--- config.mk ---
export PLATFORM = sky130hd
export DESIGN_NAME = shift_seq_ctrl_flat
export DESIGN_NICKNAME = d
export VERILOG_FILES = /design/src/rtl/shift_seq_pkg.sv /design/src/rtl/shift_seq_ctrl_if.sv /design/src/rtl/shift_seq_ctrl_step_cnt.sv /design/src/rtl/shift_seq_ctrl.sv /design/src/flat_wrapper.sv
export SDC_FILE = /design/constraint.sdc
export NUM_CORES = 1
export LEC_CHECK = 0
export CAP_MARGIN = 30
export CORE_AREA = 2 2 49 51
export CTS_BUF_LIST = sky130_fd_sc_hd__clkbuf_8
export DETAILED_ROUTE_END_ITERATION = 8
export DIE_AREA = 0 0 51 53
export DONT_BUFFER_PORTS = 1
export HOLD_SLACK_MARGIN = 0.02
export PLACE_DENSITY = 0.78
export SYNTH_ARGS = -nofsm -noshare
export SYNTH_HDL_FRONTEND = slang
export SYNTH_SLANG_ARGS = --single-unit
--- constraint.sdc ---
create_clock -name CP -period 4.08 [get_ports CP]
set_input_delay 0.816 -clock CP [delete_from_list [all_inputs] [get_ports CP]]
set_output_delay 0.816 -clock CP [all_outputs]
set_load 0.005 [all_outputs]
--- src/rtl/shift_seq_pkg.sv ---
// Shared types and HC194 mode encodings for the shift sequencer.
package shift_seq_pkg;

  typedef enum logic [1:0] {
    IDLE  = 2'd0,
    LOAD  = 2'd1,
    SHIFT = 2'd2,
    DONE  = 2'd3
  } state_t;

  localparam logic [1:0] MODE_HOLD = 2'b00;
  localparam logic [1:0] MODE_SHR  = 2'b01;
  localparam logic [1:0] MODE_SHL  = 2'b10;
  localparam logic [1:0] MODE_LOAD = 2'b11;

  // HC194 mode for the captured shift direction (0 = right, 1 = left).
  function automatic logic [1:0] shift_mode(input logic dir);
    return dir ? MODE_SHL : MODE_SHR;
  endfunction

endpackage

--- src/rtl/shift_seq_ctrl_if.sv ---
// Request and HC194/HC153 control bundle between the sequencer and its user.
interface shift_seq_ctrl_if;
  logic       START;
  logic       DIR;
  logic [3:0] LEN;
  logic [0:3] PAT;
  logic       FILL;
  logic [1:0] S;
  logic [0:3] D;
  logic       DSR;
  logic       DSL;
  logic [1:0] SEL;
  logic [3:0] CNT;
  logic       BUSY;
  logic       DONE;

  modport master (
    output START, DIR, LEN, PAT, FILL,
    input  S, D, DSR, DSL, SEL, CNT, BUSY, DONE
  );

  modport slave (
    input  START, DIR, LEN, PAT, FILL,
    output S, D, DSR, DSL, SEL, CNT, BUSY, DONE
  );
endinterface

--- src/rtl/shift_seq_ctrl_step_cnt.sv ---
// 4-bit step counter: counts completed shifts and flags the final one.
module step_cnt (
  input  logic       CP,
  input  logic       MR,
  input  logic       clr,
  input  logic       en,
  input  logic [3:0] len,
  output logic [3:0] cnt,
  output logic       last
);

  // Clear wins over enable; LEN <= 15 keeps the count from wrapping.
  always_ff @(posedge CP or negedge MR) begin
    if (!MR)
      cnt <= 4'd0;
    else if (clr)
      cnt <= 4'd0;
    else if (en)
      cnt <= cnt + 4'd1;
  end

  // The coming increment brings the count up to LEN; widened so 15 never aliases.
  assign last = (({1'b0, cnt} + 5'd1) == {1'b0, len});

endmodule

--- src/rtl/shift_seq_ctrl.sv ---
// Load-then-shift sequencer driving 74HC194 mode/data/fill and 74HC153 selects.
module shift_seq_ctrl
  import shift_seq_pkg::*;
(
  input  logic            CP,
  input  logic            MR,
  shift_seq_ctrl_if.slave bus
);

  state_t     state;
  logic       dir_q;
  logic       fill_q;
  logic [3:0] len_q;
  logic [1:0] s_q;
  logic [0:3] d_q;
  logic       dsr_q;
  logic       dsl_q;
  logic       busy_q;
  logic       done_q;
  logic [3:0] cnt;
  logic       cnt_last;
  logic       cnt_clr;
  logic       cnt_en;

  assign cnt_clr = (state == IDLE) && bus.START;
  assign cnt_en  = (state == SHIFT);

  step_cnt u_step_cnt (
    .CP   (CP),
    .MR   (MR),
    .clr  (cnt_clr),
    .en   (cnt_en),
    .len  (len_q),
    .cnt  (cnt),
    .last (cnt_last)
  );

  // FSM with capture and registered HC194 controls; outputs change with the state.
  always_ff @(posedge CP or negedge MR) begin
    if (!MR) begin
      state  <= IDLE;
      dir_q  <= 1'b0;
      fill_q <= 1'b0;
      len_q  <= 4'd0;
      s_q    <= MODE_HOLD;
      d_q    <= 4'b0000;
      dsr_q  <= 1'b0;
      dsl_q  <= 1'b0;
      busy_q <= 1'b0;
      done_q <= 1'b0;
    end else begin
      done_q <= 1'b0;
      case (state)
        IDLE: begin
          if (bus.START) begin
            dir_q  <= bus.DIR;
            fill_q <= bus.FILL;
            len_q  <= bus.LEN;
            d_q    <= bus.PAT;
            s_q    <= MODE_LOAD;
            busy_q <= 1'b1;
            state  <= LOAD;
          end
        end
        LOAD: begin
          if (len_q != 4'd0) begin
            s_q   <= shift_mode(dir_q);
            dsr_q <= dir_q ? 1'b0 : fill_q;
            dsl_q <= dir_q ? fill_q : 1'b0;
            state <= SHIFT;
          end else begin
            s_q    <= MODE_HOLD;
            busy_q <= 1'b0;
            done_q <= 1'b1;
            state  <= DONE;
          end
        end
        SHIFT: begin
          if (cnt_last) begin
            s_q    <= MODE_HOLD;
            busy_q <= 1'b0;
            done_q <= 1'b1;
            state  <= DONE;
          end
        end
        DONE: begin
          state <= IDLE;
        end
        default: begin
          state <= IDLE;
        end
      endcase
    end
  end

  assign bus.S    = s_q;
  assign bus.D    = d_q;
  assign bus.DSR  = dsr_q;
  assign bus.DSL  = dsl_q;
  assign bus.CNT  = cnt;
  assign bus.SEL  = cnt[1:0];
  assign bus.BUSY = busy_q;
  assign bus.DONE = done_q;

endmodule

--- src/flat_wrapper.sv ---
// flat-port wrapper written by rule: the top's interface ports become plain ports
module shift_seq_ctrl_flat import shift_seq_pkg::*;
  (CP, MR, bus_START, bus_DIR, bus_LEN, bus_PAT, bus_FILL, bus_S, bus_D, bus_DSR, bus_DSL, bus_SEL, bus_CNT, bus_BUSY, bus_DONE);
  shift_seq_ctrl_if bus_i ();
  input  logic CP;
  input  logic MR;
  input wire logic [$bits(bus_i.START)-1:0] bus_START;
  input wire logic [$bits(bus_i.DIR)-1:0] bus_DIR;
  input wire logic [$bits(bus_i.LEN)-1:0] bus_LEN;
  input wire logic [$bits(bus_i.PAT)-1:0] bus_PAT;
  input wire logic [$bits(bus_i.FILL)-1:0] bus_FILL;
  output wire logic [$bits(bus_i.S)-1:0] bus_S;
  output wire logic [$bits(bus_i.D)-1:0] bus_D;
  output wire logic [$bits(bus_i.DSR)-1:0] bus_DSR;
  output wire logic [$bits(bus_i.DSL)-1:0] bus_DSL;
  output wire logic [$bits(bus_i.SEL)-1:0] bus_SEL;
  output wire logic [$bits(bus_i.CNT)-1:0] bus_CNT;
  output wire logic [$bits(bus_i.BUSY)-1:0] bus_BUSY;
  output wire logic [$bits(bus_i.DONE)-1:0] bus_DONE;
  assign bus_i.START = bus_START;
  assign bus_i.DIR = bus_DIR;
  assign bus_i.LEN = bus_LEN;
  assign bus_i.PAT = bus_PAT;
  assign bus_i.FILL = bus_FILL;
  assign bus_S = bus_i.S;
  assign bus_D = bus_i.D;
  assign bus_DSR = bus_i.DSR;
  assign bus_DSL = bus_i.DSL;
  assign bus_SEL = bus_i.SEL;
  assign bus_CNT = bus_i.CNT;
  assign bus_BUSY = bus_i.BUSY;
  assign bus_DONE = bus_i.DONE;
  shift_seq_ctrl u_core (.CP(CP), .MR(MR), .bus(bus_i));
endmodule
After elaboration in Yosys (flattened, before gate mapping)
Cells that the tools add are included.

Add/subtract/negate cells: 2. Reduce and logical (&&, ||, !) cells: 10. Eq/ne operators: 7. Mux-type cells: 20.

Operators by type and width (count): $mux W2 (6); $mux W1 (8); $mux W4 (2); $pmux W2 S4 (1); $pmux W2 S3 (1); $reduce_and A2 Y1 (3); $add A4 B1 Y5 const B (1); $eq A5 B4 Y1 (1); $add A4 B1 Y4 const B (1); $eq A2 B2 Y1 const B (2); $ne A2 B2 Y1 const B (2); $reduce_and A4 Y1 (1); $reduce_bool A4 Y1 (1); $pmux W1 S3 (1); $reduce_and A3 Y1 (1); $reduce_bool A3 Y1 (1); $eq A2 B1 Y1 const B (1); $logic_not A2 Y1 (1); $ne A2 B1 Y1 const B (1); $pmux W1 S2 (1); $reduce_bool A2 Y1 (1); $logic_and A1 B1 Y1 (1).

Output and inout port bits: 16. Register bits: 22. Input port bits: 13. Logic and storage cells: 50.

Longest topological paths before layout
Word-level depth: 4. Mapped depth: 7. Depth with buffers taken out: 7.

By module
A second synthesis with hierarchy kept.

Cells, all modules: 96. Area, all modules: 1137.3 µm².

By module, submodules not included: shift_seq_ctrl (area an instance 878.3 µm², seq. area each 450.4 µm², cells an instance 70, times used 1); step_cnt (area an instance 259.0 µm², seq. area each 100.1 µm², cells an instance 26, times used 1).

Worst setup path before layout
OpenSTA, ideal clock, no wires.

Path kind: reg2reg. Start point: register u_core.u_step_cnt.cnt[0]. End point: register u_core.s_q[1] (netlist: u_core.bus.S[1]). Cell stages (with the launch flop): 7. Path buffers: 0. Required time: 3.959 ns. Clock period less this slack: 1.987 ns. Arrival: 1.866 ns. Setup slack: 2.093 ns. Setup time: 0.121 ns. Cell sequence: dfrtp_1 -> ha_1 -> o21ba_4 -> a22oi_4 -> nand4_4 -> o41a_1 -> o22a_1.

Cells in the longest elaborated chain, start to end: 4.

Ends and longest elaborated chain: from (decl) (line shift_seq_ctrl_step_cnt.sv:8) `output logic [3:0] cnt,`; from (signal assigned) (line shift_seq_ctrl_step_cnt.sv:19) `cnt <= cnt + 4'd1;`; $add A4 B1 Y5 (line shift_seq_ctrl_step_cnt.sv:23) `assign last = (({1'b0, cnt} + 5'd1) == {1'b0, len});`; $eq A5 B4 Y1 (line shift_seq_ctrl_step_cnt.sv:23); $ne A2 B1 Y1 (no source line); $reduce_and A3 Y1 (no source line); to (signal assigned) (line shift_seq_ctrl.sv:67) `s_q <= shift_mode(dir_q);`; to (decl) (line shift_seq_ctrl.sv:14) `logic [1:0] s_q;`.

No other way between the ends. A chain may end at the register's enable or synchronous reset.

Final worst setup path
Ends and elaborated chain as after synthesis.

==> impl_metrics.env <==
export IMPL_drive_above_1_share=0.198
export IMPL_power_internal_mw=0.669
export IMPL_hold_violations=0
export IMPL_yosysSeqAreaShare=0.470
export IMPL_grt_pass1_vias=716
export IMPL_cp_arrival_ps=2260
export IMPL_ir_drop_mv=0.406
export IMPL_path_max_fanout=7
export IMPL_ys_types=31
export IMPL_swShare=0.385
export IMPL_grt_overflow=0
export IMPL_cp_slowest_cell="dfrtp_1"
export IMPL_pwr_share_clk=0.142
export IMPL_p_leak_nw=0.523
export IMPL_syn_area_um2=1170
export IMPL_multiInputGateArea_um2=572
export IMPL_ff_latch_area_um2=551
export IMPL_syn_num_nets=115
export IMPL_combPwrFrac=0.459
export IMPL_grt_max_degree=23
export IMPL_switching_power_mw=0.419
export IMPL_n_fill_cell=177
export IMPL_cts_inserted_buffers=3
export IMPL_fin_crit_ps=2110
export IMPL_synth_area_leaders="dfrtp_1, mux2_2, ha_1"
export IMPL_worstSetupEndpointType="flop"
export IMPL_rows=17
export IMPL_initialDrtViolationCount=5
export IMPL_synth_edf_count=0
export IMPL_die_y_um=53
export IMPL_post_cts_setup_buffer_count=0
export IMPL_seqPwrFrac=0.399
export IMPL_critPathKind="reg -> reg"
export IMPL_port_buffers=0
export IMPL_grt_pass1_wl_um=3220
export IMPL_cts_repair_resized=0
export IMPL_cp_slowest_stage_delay_ps=480
export IMPL_cts_hold_buf=0
export IMPL_syn_inst=96
export IMPL_hp_class="in -> async"
export IMPL_clkLatencyLatePin_ps=260
export IMPL_startpoint_type="flop"
export IMPL_wl_met3_um=168
export IMPL_wire_per_inst_um=15.6
export IMPL_vias=712
export IMPL_clk_path_buf_depth=2
export IMPL_area_growth_pct=5.13
export IMPL_coreArea_um2=2150
export IMPL_vias_per_cell=5.74
export IMPL_whs_ps=239
export IMPL_final_setup_tns_ps=0
export IMPL_die_area_um2=2700
export IMPL_yosys_warnings=0
export IMPL_cts_sinks=22
export IMPL_wl_met2_um=929
export IMPL_yosysMostFrequentCell="dfrtp_1"
export IMPL_first_pass_iters=4
export IMPL_power_density_nw_per_um2=884
export IMPL_slew_headroom=0.654
export IMPL_cts_tree="yes"
export IMPL_synth_area_per_cell_um2=12.2
export IMPL_top_layer_used="met4"
export IMPL_initial_core_util=0.545
export IMPL_gp_congestion=0.781
export IMPL_worstMarginPinSlew_ps=517
export IMPL_critPathBufInv=0
export IMPL_status="finished, final reports clean"
export IMPL_root_buffer="clkbuf_8"
export IMPL_antenna_found_initial=0
export IMPL_setup_viol=0
export IMPL_fin_worst_skew_ps=1.94
export IMPL_drv_slew=0
export IMPL_critical_path_required_ps=4240
export IMPL_power_mw=1.09
export IMPL_ys_ff_latch=22
export IMPL_htree_levels=1
export IMPL_placed_area_um2=1180
export IMPL_fin_nets=116
export IMPL_wl_um=1930
export IMPL_maxCapViolCount=0
export IMPL_drc_errors=0
export IMPL_crit_family="compound AO/OA/AOI/OAI gates"
export IMPL_die_x_um=51
export IMPL_diodes=0
export IMPL_final_period_utilization=0.517
export IMPL_fin_util=0.573
export IMPL_dpl_hpwl_um=1450
export IMPL_grtUsageTotal=0.160
export IMPL_pin_count=29
export IMPL_max_freq_mhz=474
export IMPL_detail_route_antenna_nets=0
export IMPL_synth_top_cell_area_share=0.470
export IMPL_path_cells="ha_1 > o21ba_4 > a22oi_4 > nand4_4 > o41a_1 > o22a_1"
export IMPL_final_area_um2=1230
export IMPL_clkTransAtPathRegs_ps=80
export IMPL_synth_largest_area_cell="dfrtp_1"
export IMPL_met1Wirelength_um=809
export IMPL_ys_async_sr_fraction=1.00
export IMPL_grt_setup_unrepaired="false"
export IMPL_synth_top_flop_cell="dfrtp_1"
export IMPL_synth_commonest_cells="dfrtp_1, mux2_2, nand2_1, ha_1"
## per-stage QoR
stage	setup slack (ps)	instances
after floorplan	2090	96
after global placement	2030	120
after detailed placement	1960	120
after CTS	1940	124
after global routing	1840	124
final	1970	124
## layer usage
metal  vias up  track usage
met5         -            0
met4         0       0.0676
met3         3       0.0480
met2        28        0.262
met1       346        0.195
li1        335            -
## flip-flops by register name (all words and copies together) (netlist names)
| signal | flops |
|---|---|
| u_core.bus.D | 4 |
| u_core.len_q | 4 |
| u_core.u_step_cnt.cnt | 4 |
| u_core.bus.S | 2 |
| u_core.state | 2 |
| u_core.bus.BUSY | 1 |
| u_core.bus.DONE | 1 |
| u_core.bus.DSL | 1 |
| u_core.bus.DSR | 1 |
| u_core.dir_q | 1 |
| u_core.fill_q | 1 |
## power groups by stage
stage / combinational, mW / sequential (mW) / clock [mW]
6_report: 0.499 / 0.434 / 0.155
5_1_grt: 0.550 / 0.454 / 0.166
4_1_cts: 0.506 / 0.438 / 0.158
3_5_place_dp: 0.502 / 0.442 / 0
3_3_place_gp: 0.487 / 0.436 / 0
2_1_floorplan: 0.472 / 0.405 / 0
## cells by family after synthesis
| logic type | share of synthesized area |
|---|---|
| fa+ha+maj | 0.0641 |
| flops | 0.470 |
| simple gates | 0.100 |
| compound gates | 0.141 |
| mux | 0.123 |
| xor+xnor | 0.0598 |
| buf+inv | 0.0417 |
## worst register-to-register path, delay by kind of cell, from the launching register on
kind                       cells  cell delay [ps]
AOI/OAI and AO/OA              4             1040
DFF                            1              480
adders and majority gates      1              310
and+or+nand+nor                1              170
## cells in the final DEF (no fill, tap or decap), drive strengths merged, types with 2 or more instances in the layout
master  netlist  layout
ha            6       6
inv           5       5
and2          2       2
xnor2         5       5
clkbuf        1       4
a211oi        3       3
dfrtp        22      22
mux2         11      11
o22a          2       2
nand2         7       7
nor2          2       2
o21ai         3       3
xor2          3       3
mux2i         2       2
nand4         2       2
a21oi         5       5
## worst paths after layout
kind / startpoint / end / slack [ps] / cells past startpoint
max: u_core.u_step_cnt.cnt[0] / u_core.bus.S[1] / 1970 / 6
min: MR / u_core.state[1] / 240 / 0
max reg2reg: u_core.u_step_cnt.cnt[0] / u_core.bus.S[1] / 1970 / 6
min reg2reg: u_core.bus.DSR / u_core.bus.DSR / 520 / 2
max in group asynchronous: MR / u_core.len_q[2] / 3770 / 0
min in group CP: u_core.bus.DSR / u_core.bus.DSR / 520 / 2
## cell type report
type                    instances  area share
inverters                       5      0.0152
well taps                      28      0.0285
clock buffers                   4      0.0447
flip-flops and latches         22       0.447
multi-input cells              65       0.464
No activity file was read; power rests on OpenSTA's default activity.
==> patch 1, RTL diff (same flow settings) <==
Re-encode `state_t` (4 states) as Gray code, 2 bits wide.
--- a/src/rtl/shift_seq_pkg.sv
+++ b/src/rtl/shift_seq_pkg.sv
@@ -4,6 +4,6 @@
   typedef enum logic [1:0] {
-    IDLE  = 2'd0,
-    LOAD  = 2'd1,
-    SHIFT = 2'd2,
-    DONE  = 2'd3
+    IDLE  = 2'b00,
+    LOAD  = 2'b01,
+    SHIFT = 2'b11,
+    DONE  = 2'b10
   } state_t;
Function: no difference found for any inputs over 10 cycles, from zero or initial values; not proved beyond that.
==> patch 1 against the unedited design <==
Core utilization down 5.6 points; sequential cell count unchanged; fmax grew 13%; worst setup slack improved by 0.24 ns; design area decreased by 9.8%; via count down 2.1%; clock power increased by 30%; synthesized area shrank 10%; routed wire length grew 3.3%; total power is 13% lower; global-route usage is 1.7 points higher; clock skew is 0.00096 ns higher; critical endpoint unchanged; largest power group is now sequential cells.
==> patch 1: results (changes against the unedited design) <==
Distinct cell type count after synthesis = 30 (was 31)
Clock root cell = clkbuf_8 (unchanged)
Maximum vdd drop = 0.4495 mV (was 0.4058 mV)
Htree depth = 1 (unchanged)
Hold slack = 0.2386 ns (was 0.2389 ns)
Synth area leaders = dfrtp_1 52%, mux2_2 11%, a21oi_1 4.8%, a311o_1 2.9%, xnor2_1 2.5% (was dfrtp_1 47%, mux2_2 11%, ha_1 6.4%, xnor2_1 3.7%, a2111oi_4 2.4%)
Fin Clk Skew = 0.002906 ns (was 0.001944 ns)
Register area share after synthesis = 52.38% (was 47.01%)
Initial antenna violation count = 0 (unchanged)
Max Buffers Root-to-Sink = 2 (unchanged)
Final Wtd Congestion = 0.7913 (was 0.7805)
First-pass GRT wire length = 3456 microns (was 3215 microns)
Post-synthesis instance total = 91 (was 96)
Post-synth top cells = 22 x dfrtp_1, 10 x a21oi_1, 10 x mux2_2 (was 22 x dfrtp_1, 11 x mux2_2, 7 x nand2_1)
XOR/XNOR Fraction of Synth Area = 4.167% (was 5.983%)
Worst Path Max Fanout = 8 (was 7)
Leak pwr = 0.4585 nW (was 0.5229 nW)
Wirelength per Cell = 17.20 microns (was 15.58 microns)
Pin slew with the least headroom to its limit = 0.6407 ns (was 0.5173 ns)
Outcome = finished clean (unchanged)
Placed cell areas = 1040 sq um (was 1176 sq um)
Final net count = 103 (was 116)
DRT iter0 DRCs = 13 (was 5)
Multi-input logic area = 450.4 sq um (was 571.8 sq um)
WP data arrival = 2.02 ns (was 2.26 ns)
Via density = 6.009 (was 5.742)
Antenna diodes = 0 (unchanged)
Multiplexer area fraction after synthesis = 10.71% (was 12.29%)
Cells on worst reg2reg path = 5 (was 6)
# fillers = 182 (was 177)
Dpl ws = 2.203 ns (was 1.963 ns)
Non-filler instance count after layout = 116 (was 124)
Asr flop ratio synth = 100.0% (unchanged)
Area share of fa/ha/maj cells after synthesis = 1.190% (was 6.410%)
Compound-Gate Fraction of Synth Area = 15.71% (was 14.10%)
patch 1: changes by cell type after synthesis, sizes merged, moves of 3 or more:
cell / change
ha: -5
a311o: +3
inv: -4
a21oi: +5
patch 1: power breakdown:
group / leakage (nW) / switching (mW) / internal [mW]
registers: 0.267 / 0.139 / 0.314
clock network: 0.0357 / 0.0703 / 0.131
logic: 0.156 / 0.132 / 0.165
patch 1: cell type report:
class,instances,area share (%)
inverter,1,0.3378
multi-input combinational,61,40.54
tap,28,3.153
sequential,22,49.55
clock buffer,3,3.716
clock inverter,1,2.703
patch 1: critical path, delay by kind of cell (launching register included):
kind / cells / cell delay [ns]
and+or+nand+nor: 1 / 0.09
AOI/OAI and AO/OA: 2 / 0.68
xor gates and xnor gates: 1 / 0.14
adders and majority gates: 1 / 0.36
DFF: 1 / 0.49
patch 1: metal layers:
metal / wire [microns] / GRT usage (%)
met1: 855 / 21.74
met2: 998 / 28.79
met3: 133 / 6.780
met4: 8 / 5.405
met5: 0 / 0
